**config.mk**
```make
export PLATFORM = sky130hd
export DESIGN_NAME = avmm_rr_arbiter
export DESIGN_NICKNAME = d
export VERILOG_FILES = /design/src/rtl/avmm_rr_arbiter.sv
export SDC_FILE = /design/constraint.sdc
export NUM_CORES = 1
export LEC_CHECK = 0
export BUFFER_PORTS_ARGS = -buffer_cell sky130_fd_sc_hd__buf_2
export CORE_AREA = 2 2 106 108
export CTS_CLUSTER_SIZE = 24
export DETAILED_ROUTE_END_ITERATION = 12
export DIE_AREA = 0 0 108 110
export PLACE_DENSITY = 0.71
export SLEW_MARGIN = 20
export SYNTH_ARGS = -nofsm -noshare
export SYNTH_HDL_FRONTEND = slang
export SYNTH_SLANG_ARGS = --single-unit
```
**constraint.sdc**
```tcl
create_clock -name clock -period 3.4 [get_ports clock]
set_clock_uncertainty 0.1 [all_clocks]
set_input_delay 0.34 -clock clock [delete_from_list [all_inputs] [get_ports clock]]
set_output_delay 0.34 -clock clock [all_outputs]
set_load 0.1 [all_outputs]
```
**src/rtl/avmm_rr_arbiter.sv**
```systemverilog
// Round-robin arbiter sharing one Avalon-MM slave between NUM_MASTERS masters, with write-burst
// grant lock and read-return routing. Define AVMM_ARB_STATS_EN to add per-master grant counters.
module avmm_rr_arbiter #(
    parameter int NUM_MASTERS = 2,
    parameter int ADDR_W      = 12,
    parameter int DATA_W      = 32,
    parameter int NUM_SYMBOLS = 4,
    parameter int BURST_W     = 4,
    parameter int MAX_PENDING = 4
) (
    input  logic                           clock,
    input  logic                           reset,
    input  logic [NUM_MASTERS*ADDR_W-1:0]  m_address,
    input  logic [NUM_MASTERS*BURST_W-1:0] m_burstcount,
    input  logic [NUM_MASTERS-1:0]         m_read,
    input  logic [NUM_MASTERS-1:0]         m_write,
    input  logic [NUM_MASTERS*DATA_W-1:0]  m_writedata,
    input  logic [NUM_MASTERS*NUM_SYMBOLS-1:0] m_byteenable,
    output logic [NUM_MASTERS-1:0]         m_waitrequest,
    output logic [DATA_W-1:0]              m_readdata,
    output logic [NUM_MASTERS-1:0]         m_readdatavalid,
    output logic [ADDR_W-1:0]              s_address,
    output logic [BURST_W-1:0]             s_burstcount,
    output logic                           s_read,
    output logic                           s_write,
    output logic [DATA_W-1:0]              s_writedata,
    output logic [NUM_SYMBOLS-1:0]         s_byteenable,
    input  logic                           s_waitrequest,
    input  logic [DATA_W-1:0]              s_readdata,
    input  logic                           s_readdatavalid
`ifdef AVMM_ARB_STATS_EN
    ,
    output logic [NUM_MASTERS*16-1:0]      grant_count
`endif
);
    localparam int IDX_W = (NUM_MASTERS > 1) ? $clog2(NUM_MASTERS) : 1;
    localparam int FA_W  = $clog2(MAX_PENDING);
    localparam int PTR_W = FA_W + 1;

    typedef enum logic {IDLE, WBURST} state_t;

    state_t               state;
    logic [IDX_W-1:0]     rr_ptr;
    logic [IDX_W-1:0]     lock_idx;
    logic [IDX_W-1:0]     gnt;
    logic [IDX_W-1:0]     sel;
    logic                 found;
    int unsigned          scan;
    logic [BURST_W-1:0]   wr_beats;
    logic [BURST_W-1:0]   head_cnt;
    logic [PTR_W-1:0]     wr_ptr;
    logic [PTR_W-1:0]     rd_ptr;
    logic [IDX_W-1:0]     fifo_idx [MAX_PENDING];
    logic [BURST_W-1:0]   fifo_len [MAX_PENDING];
    logic                 fifo_full;
    logic                 fifo_empty;
    logic                 push;
    logic                 pop;
    logic                 accept;
    logic                 rvalid;
    logic [NUM_MASTERS-1:0] req;
    logic [IDX_W-1:0]     head_idx;
    logic [BURST_W-1:0]   head_len;
    logic [BURST_W-1:0]   push_len;

    assign fifo_full  = (wr_ptr[PTR_W-1] != rd_ptr[PTR_W-1]) &&
                        (wr_ptr[FA_W-1:0] == rd_ptr[FA_W-1:0]);
    assign fifo_empty = (wr_ptr == rd_ptr);
    assign req        = m_write | (m_read & {NUM_MASTERS{~fifo_full}});

    // First requester at or above rr_ptr, wrapping around.
    always_comb begin
        gnt   = rr_ptr;
        found = 1'b0;
        scan  = 0;
        for (int unsigned k = 0; k < NUM_MASTERS; k++) begin
            scan = (32'(rr_ptr) + k) % NUM_MASTERS;
            if (!found && req[IDX_W'(scan)]) begin
                found = 1'b1;
                gnt   = IDX_W'(scan);
            end
        end
    end

    assign sel = (state == WBURST) ? lock_idx : gnt;

    always_comb begin
        s_address     = m_address[sel*ADDR_W +: ADDR_W];
        s_burstcount  = m_burstcount[sel*BURST_W +: BURST_W];
        s_writedata   = m_writedata[sel*DATA_W +: DATA_W];
        s_byteenable  = m_byteenable[sel*NUM_SYMBOLS +: NUM_SYMBOLS];
        s_read        = 1'b0;
        s_write       = 1'b0;
        m_waitrequest = '1;
        if (!reset) begin
            if (state == WBURST) begin
                s_write            = m_write[sel];
                m_waitrequest[sel] = s_waitrequest;
            end else if (found) begin
                s_write            = m_write[sel];
                s_read             = !m_write[sel];
                m_waitrequest[sel] = s_waitrequest;
            end
        end
    end

    assign accept   = (s_read | s_write) & !s_waitrequest;
    assign push     = accept & s_read;
    assign push_len = (s_burstcount == '0) ? BURST_W'(1) : s_burstcount;

    assign head_idx = fifo_idx[rd_ptr[FA_W-1:0]];
    assign head_len = fifo_len[rd_ptr[FA_W-1:0]];
    assign rvalid   = s_readdatavalid & !fifo_empty & !reset;
    assign pop      = rvalid && ((head_cnt + BURST_W'(1)) == head_len);

    assign m_readdata = s_readdata;

    always_comb begin
        m_readdatavalid = '0;
        if (rvalid) m_readdatavalid[head_idx] = 1'b1;
    end

    always_ff @(posedge clock) begin
        if (reset) begin
            state    <= IDLE;
            rr_ptr   <= '0;
            lock_idx <= '0;
            wr_beats <= '0;
            head_cnt <= '0;
            wr_ptr   <= '0;
            rd_ptr   <= '0;
        end else begin
            if (push) wr_ptr <= wr_ptr + 1'b1;
            if (pop) begin
                rd_ptr   <= rd_ptr + 1'b1;
                head_cnt <= '0;
            end else if (rvalid) begin
                head_cnt <= head_cnt + 1'b1;
            end
            case (state)
                IDLE: begin
                    if (accept) begin
                        rr_ptr <= (gnt == IDX_W'(NUM_MASTERS - 1)) ? '0 : gnt + 1'b1;
                        if (s_write && (s_burstcount > BURST_W'(1))) begin
                            lock_idx <= gnt;
                            wr_beats <= s_burstcount - 1'b1;
                            state    <= WBURST;
                        end
                    end
                end
                WBURST: begin
                    if (accept) begin
                        wr_beats <= wr_beats - 1'b1;
                        if (wr_beats == BURST_W'(1)) state <= IDLE;
                    end
                end
                default: state <= IDLE;
            endcase
        end
    end

    // Tracking storage needs no reset: validity is carried entirely by the pointers.
    always_ff @(posedge clock) begin
        if (push) begin
            fifo_idx[wr_ptr[FA_W-1:0]] <= gnt;
            fifo_len[wr_ptr[FA_W-1:0]] <= push_len;
        end
    end

`ifdef AVMM_ARB_STATS_EN
    // Only IDLE accepts are first beats; burst continuations happen in WBURST.
    always_ff @(posedge clock) begin
        if (reset) begin
            grant_count <= '0;
        end else if (accept && (state == IDLE) && (grant_count[gnt*16 +: 16] != 16'hFFFF)) begin
            grant_count[gnt*16 +: 16] <= grant_count[gnt*16 +: 16] + 16'd1;
        end
    end
`endif

endmodule

```
## Word-level counts from Yosys, hierarchy flattened

Memories as Yosys holds them, arrays and structs flattened. A register that Yosys moved wholly into a read port is not among the register bits.
Index checks and enable logic that the tools add are counted.

| storage, ports and cells | value |
|---|---|
| flip-flop bits (word level) | 17 |
| bits in writable memories | 20 |
| input bits | 144 |
| memories kept | 2 |

| cells by class | value |
|---|---|
| add/sub/neg operators | 7 |
| multipliers | 1 |
| magnitude comparators | 7 |
| eq/ne operators | 8 |
| shift operators | 4 |
| mux-type cells | 41 |
| bitwise operators | 11 |
| reductions and logical operators | 16 |

Memories:

| name | words | width | rd ports | clocked after Yosys merged registers in | write ports | RTL line | text |
|---|---|---|---|---|---|---|---|
| fifo_len | 4 | 4 | 1 | 1 | 1 | 54 | `logic [BURST_W-1:0] fifo_len [MAX_PENDING];` |
| fifo_idx | 4 | 1 | 1 | 1 | 1 | 53 | `logic [IDX_W-1:0] fifo_idx [MAX_PENDING];` |

Operator list:

| kind | count |
|---|---|
| $shiftx 64x7->32 | 1 |
| $mux 1 | 25 |
| $shiftx 24x6->12 | 1 |
| $mux 2 | 8 |
| $mux 4 | 4 |
| $shiftx 8x4->4 | 2 |
| $lt 1x2->1 const B | 4 |
| $pmux 4 s2 | 1 |
| $sub 4x1->4 const B | 2 |
| $add 3x1->3 const B | 2 |
| $logic_and 1x1->1 | 6 |
| $reduce_and 3->1 | 2 |
| $logic_not 1->1 | 5 |
| $add 4x1->4 const B | 1 |
| $and 1x1->1 | 4 |
| $eq 4x1->1 const B | 1 |
| $eq 4x4->1 | 1 |
| $gt 4x1->1 const B | 1 |
| $logic_not 4->1 | 1 |
| $ne 2x2->1 const B | 2 |
| $or 2x2->2 | 2 |
| $eq 3x3->1 | 1 |
| $mul 1x2->3 const B | 1 |
| $add 1x1->1 const B | 2 |
| other kinds (12) | 15 |

## Depth between registers and ports, before layout

| depth | value |
|---|---|
| word-level depth | 23 |
| gate-level depth with buffers | 8 |

## Least setup slack after synthesis

No wires, ideal clock.

| timing | value |
|---|---|
| path type | register -> output |
| start | register wr_ptr[0] |
| end | output port m_readdatavalid[0] |
| arrival time | 2.416 ns |
| required time | 2.960 ns |
| setup slack | 0.544 ns |
| cell stages (with the launch flop) | 4 |
| buffers on the path | 0 |
| cells stage by stage | dfxtp_1 xnor2_2 a311oi_2 nor2b_1 |

| on the way | value |
|---|---|
| word-level cells in the longest chain between the ends | 5 |

Ends and longest elaborated chain:

| what | RTL line | text |
|---|---|---|
| start, declared | 51 | `logic [PTR_W-1:0] wr_ptr;` |
| start signal, assigned | 133 | `if (push) wr_ptr <= wr_ptr + 1'b1;` |
| $eq 3x3->1 | 68 | `assign fifo_empty = (wr_ptr == rd_ptr);` |
| $logic_not 1->1 | 113 | `assign rvalid = s_readdatavalid & !fifo_empty & !reset;` |
| $and 1x1->1 (2 in a row) | 113 |  |
| $mux 2 | 120 | `if (rvalid) m_readdatavalid[head_idx] = 1'b1;` |
| end, declared | 21 | `output logic [NUM_MASTERS-1:0] m_readdatavalid,` |

Every way passes these cells.

## Worst setup path after layout

| timing | value |
|---|---|
| start | register wr_ptr[0] |
| end | output port s_address[1] |

| on the way | value |
|---|---|
| word-level cells in the longest chain between the ends | 14 |
| elaborated cells between the ends (all ways) | 16 |

Ends and longest elaborated chain:

| what | RTL line | text |
|---|---|---|
| $eq 2x2->1 * | 67 | `(wr_ptr[FA_W-1:0] == rd_ptr[FA_W-1:0]);` |
| $logic_and 1x1->1 * | 66 | `assign fifo_full = (wr_ptr[PTR_W-1] != rd_ptr[PTR_W-1]) &&` |
| $not 1->1 * | 69 | `assign req = m_write \| (m_read & {NUM_MASTERS{~fifo_full}});` |
| $and 2x2->2 * | 69 |  |
| $or 2x2->2 * | 69 |  |
| $mux 1 (implied by the code) (2 in a row) | 78 | `if (!found && req[IDX_W'(scan)]) begin` |
| $mux 1 | 78 |  |
| $logic_not 1->1 | 78 |  |
| $logic_and 1x1->1 * | 78 |  |
| $mux 1 * | 78 |  |
| $mux 1 * | 85 | `assign sel = (state == WBURST) ? lock_idx : gnt;` |
| $mul 1x2->3 * | 88 | `s_address = m_address[sel*ADDR_W +: ADDR_W];` |
| $shiftx 24x6->12 * | 88 |  |
| end, declared | 22 | `output logic [ADDR_W-1:0] s_address,` |

Mark *: on every way between the ends. The rest lies on a longest branch, timed or not. The select of a mux whose other input is x is not followed.

==> reports/qor.csv <==
metric,value,unit
status,finished clean,
rows,38,
leakage,1.88,nW
clk_pin_slew,80,ps
syn_to_final_growth,29.0,%
synth_flop_cell,edfxtp_1,
synthCells,300,
cts_buffers,5,
critPathKind,reg2out,
fp.dieW,108,µm
cts_root_buffer,clkbuf_8,
synthArstFlopShare,0,%
n_antenna_cell,0,
synthTopCellsByCount,"33 x buf_4, 28 x mux2_2, 27 x mux2_4, 26 x nor2_1, 20 x edfxtp_1",
synth-seq-cells,39,
tightest_slew,590,ps
peakVddDrop,0.436,mV
cts_resized,0,
synth_area_leaders,"edfxtp_1 19%, mux2_4 13%, dfxtp_1 12%",
setup_ws,198,ps
hold_violations,0,
period_share,94.2,%
setup_violations,0,
hpwl,7970,µm
portBuffers,169,
drtPass1Iterations,4,
die_y,110,µm
htree_levels,2,
grt_pass1_vias,2708,
overflow,0,
cp-end-kind,primary output,
drv_cap,0,
nets,597,
cp-start-kind,flop,
postCtsSetupBuffers,0,
drc_errors,0,
floorplan.initialDensity,30.3,%
grt_util_all_layers,15.1,%
fmax,312,MHz
routed_via_density,4.81,
syn_area,3240,µm²
tns,0,ps
required,2960,ps
cts_sinks,39,
die-area,11900,µm²
maxSlewViolCount,0,
coreArea,10700,µm²
slew_headroom,60.3,%
synth.most_common_cell,buf_4,
dr.first_iter.drc_count,149,
drt_wl_total,9460,µm
synth_cell_types,51,
place_ws,448,ps
grt_max_degree,24,
yosysTopAreaCell,edfxtp_1,
grt_pass1_wl,13800,µm
synth_top_area_share,18.5,%
cts_max_path_buffers,2,
ios,234,
p_per_area,462,nW/µm²
synthesis.nets,452,
critical_path.max_fanout,23,
vias,2820,
place.gp.congestion,0.814,
routedWlPerCell,16.1,µm
antenna_found_initial,0,
placed_cell_area,4030,µm²
post-route-min-period,3200,ps
critPathArrivalTime,2760,ps
yosysSeqAreaShare,30.3,%
rsz0062_at_grt,false,
ys_warn_count,0,
insertion_delay,300,ps
hold_class,in2reg,
avgSynthCellArea,10.8,µm²
synth_edf_count,20,
cts_tree,built,
final_antenna_net_count,0,
drive_gt1_share,58.5,%
cts_hold_buf,0,
finalInstanceArea,4180,µm²
## kinds of logic (layout without fill, tap and decap cells)
family / after synthesis / count (layout) / synth area share (%)
fa+ha+maj: 8 / 8 / 3.09
flops: 39 / 39 / 30.3
compound gates: 41 / 41 / 9.74
buf+inv: 54 / 200 / 11.4
mux: 69 / 69 / 28.5
xor+xnor: 19 / 19 / 5.83
simple gates: 70 / 70 / 11.2
## path summary, 6_finish.rpt
| kind | start | end | slack, ps | cells after the start |
|---|---|---|---|---|
| min | reset | state | 300 | 2 |
| min reg2reg | lock_idx | lock_idx | 430 | 2 |
| max reg2reg | state | wr_beats[2] | 660 | 7 |
| max | wr_ptr[0] | s_address[1] | 200 | 7 |
## critical path, cell delays in order, from the launching register on
cell      delay [ps]
dfxtp_1          380
xnor2_2          300
nand3_2          190
o211ai_1         360
o211a_4          360
buf_12           230
mux2_2           350
buf_2            290
## metrics by stage
step / total power, mW / cells / hold slack (ps) / util, %
2_1_floorplan: 1.59 / 300 / 343 / -
4_1_cts: 1.92 / 577 / 294 / 38.4
5_1_grt: 2.00 / 586 / 321 / 39.1
3_3_place_gp: 1.60 / 569 / 409 / 37.6
3_5_place_dp: 1.61 / 569 / 406 / 37.6
6_report: 1.93 / 586 / 301 / 39.1
## cell usage in the layout, fill, tap and decap left out, types with 7 or more instances in the layout
master / count
buf_2: 166
mux2_2: 28
mux2_4: 27
nor2_1: 26
edfxtp_1: 20
dfxtp_1: 19
inv_1: 11
nand2_1: 11
buf_4: 10
mux2i_1: 9
xnor2_1: 8
xor2_1: 8
ha_1: 8
o21ai_0: 7
and2_1: 7
## registers in the layout, summed over array words and instances, names as in the netlist, named ones only
| name | count |
|---|---|
| fifo_len | 16 |
| fifo_idx | 4 |
| head_cnt | 4 |
| wr_beats | 4 |
| rd_ptr | 3 |
| wr_ptr | 3 |
| lock_idx | 1 |
| rr_ptr | 1 |
| state | 1 |
## cell type report
type | count | area, µm²
fill | 1060 | 6520
inverter | 11 | 41.3
timing repair buffer | 181 | 1010
tap | 140 | 175
clock buffer | 6 | 72.6
sequential | 39 | 981
clock inverter | 2 | 12.5
multi-input combinational | 207 | 1890
## layer usage
layer	vias up	GRT usage, %	wire length, µm
li1	1346	-	-
met1	1347	16.7	3450
met2	120	29.5	5370
met3	7	2.47	527
met4	0	4.58	109
met5	-	0	0
## where the power goes
group	internal, mW	leakage, nW	switching [mW]	total [mW]
sequential	0.511	0.335	0.0138	0.525
clock	0.143	0.0412	0.164	0.307
combinational	0.299	1.50	0.797	1.10
total	0.953	1.88	0.975	1.93
No activity file was read; power rests on OpenSTA's default activity.
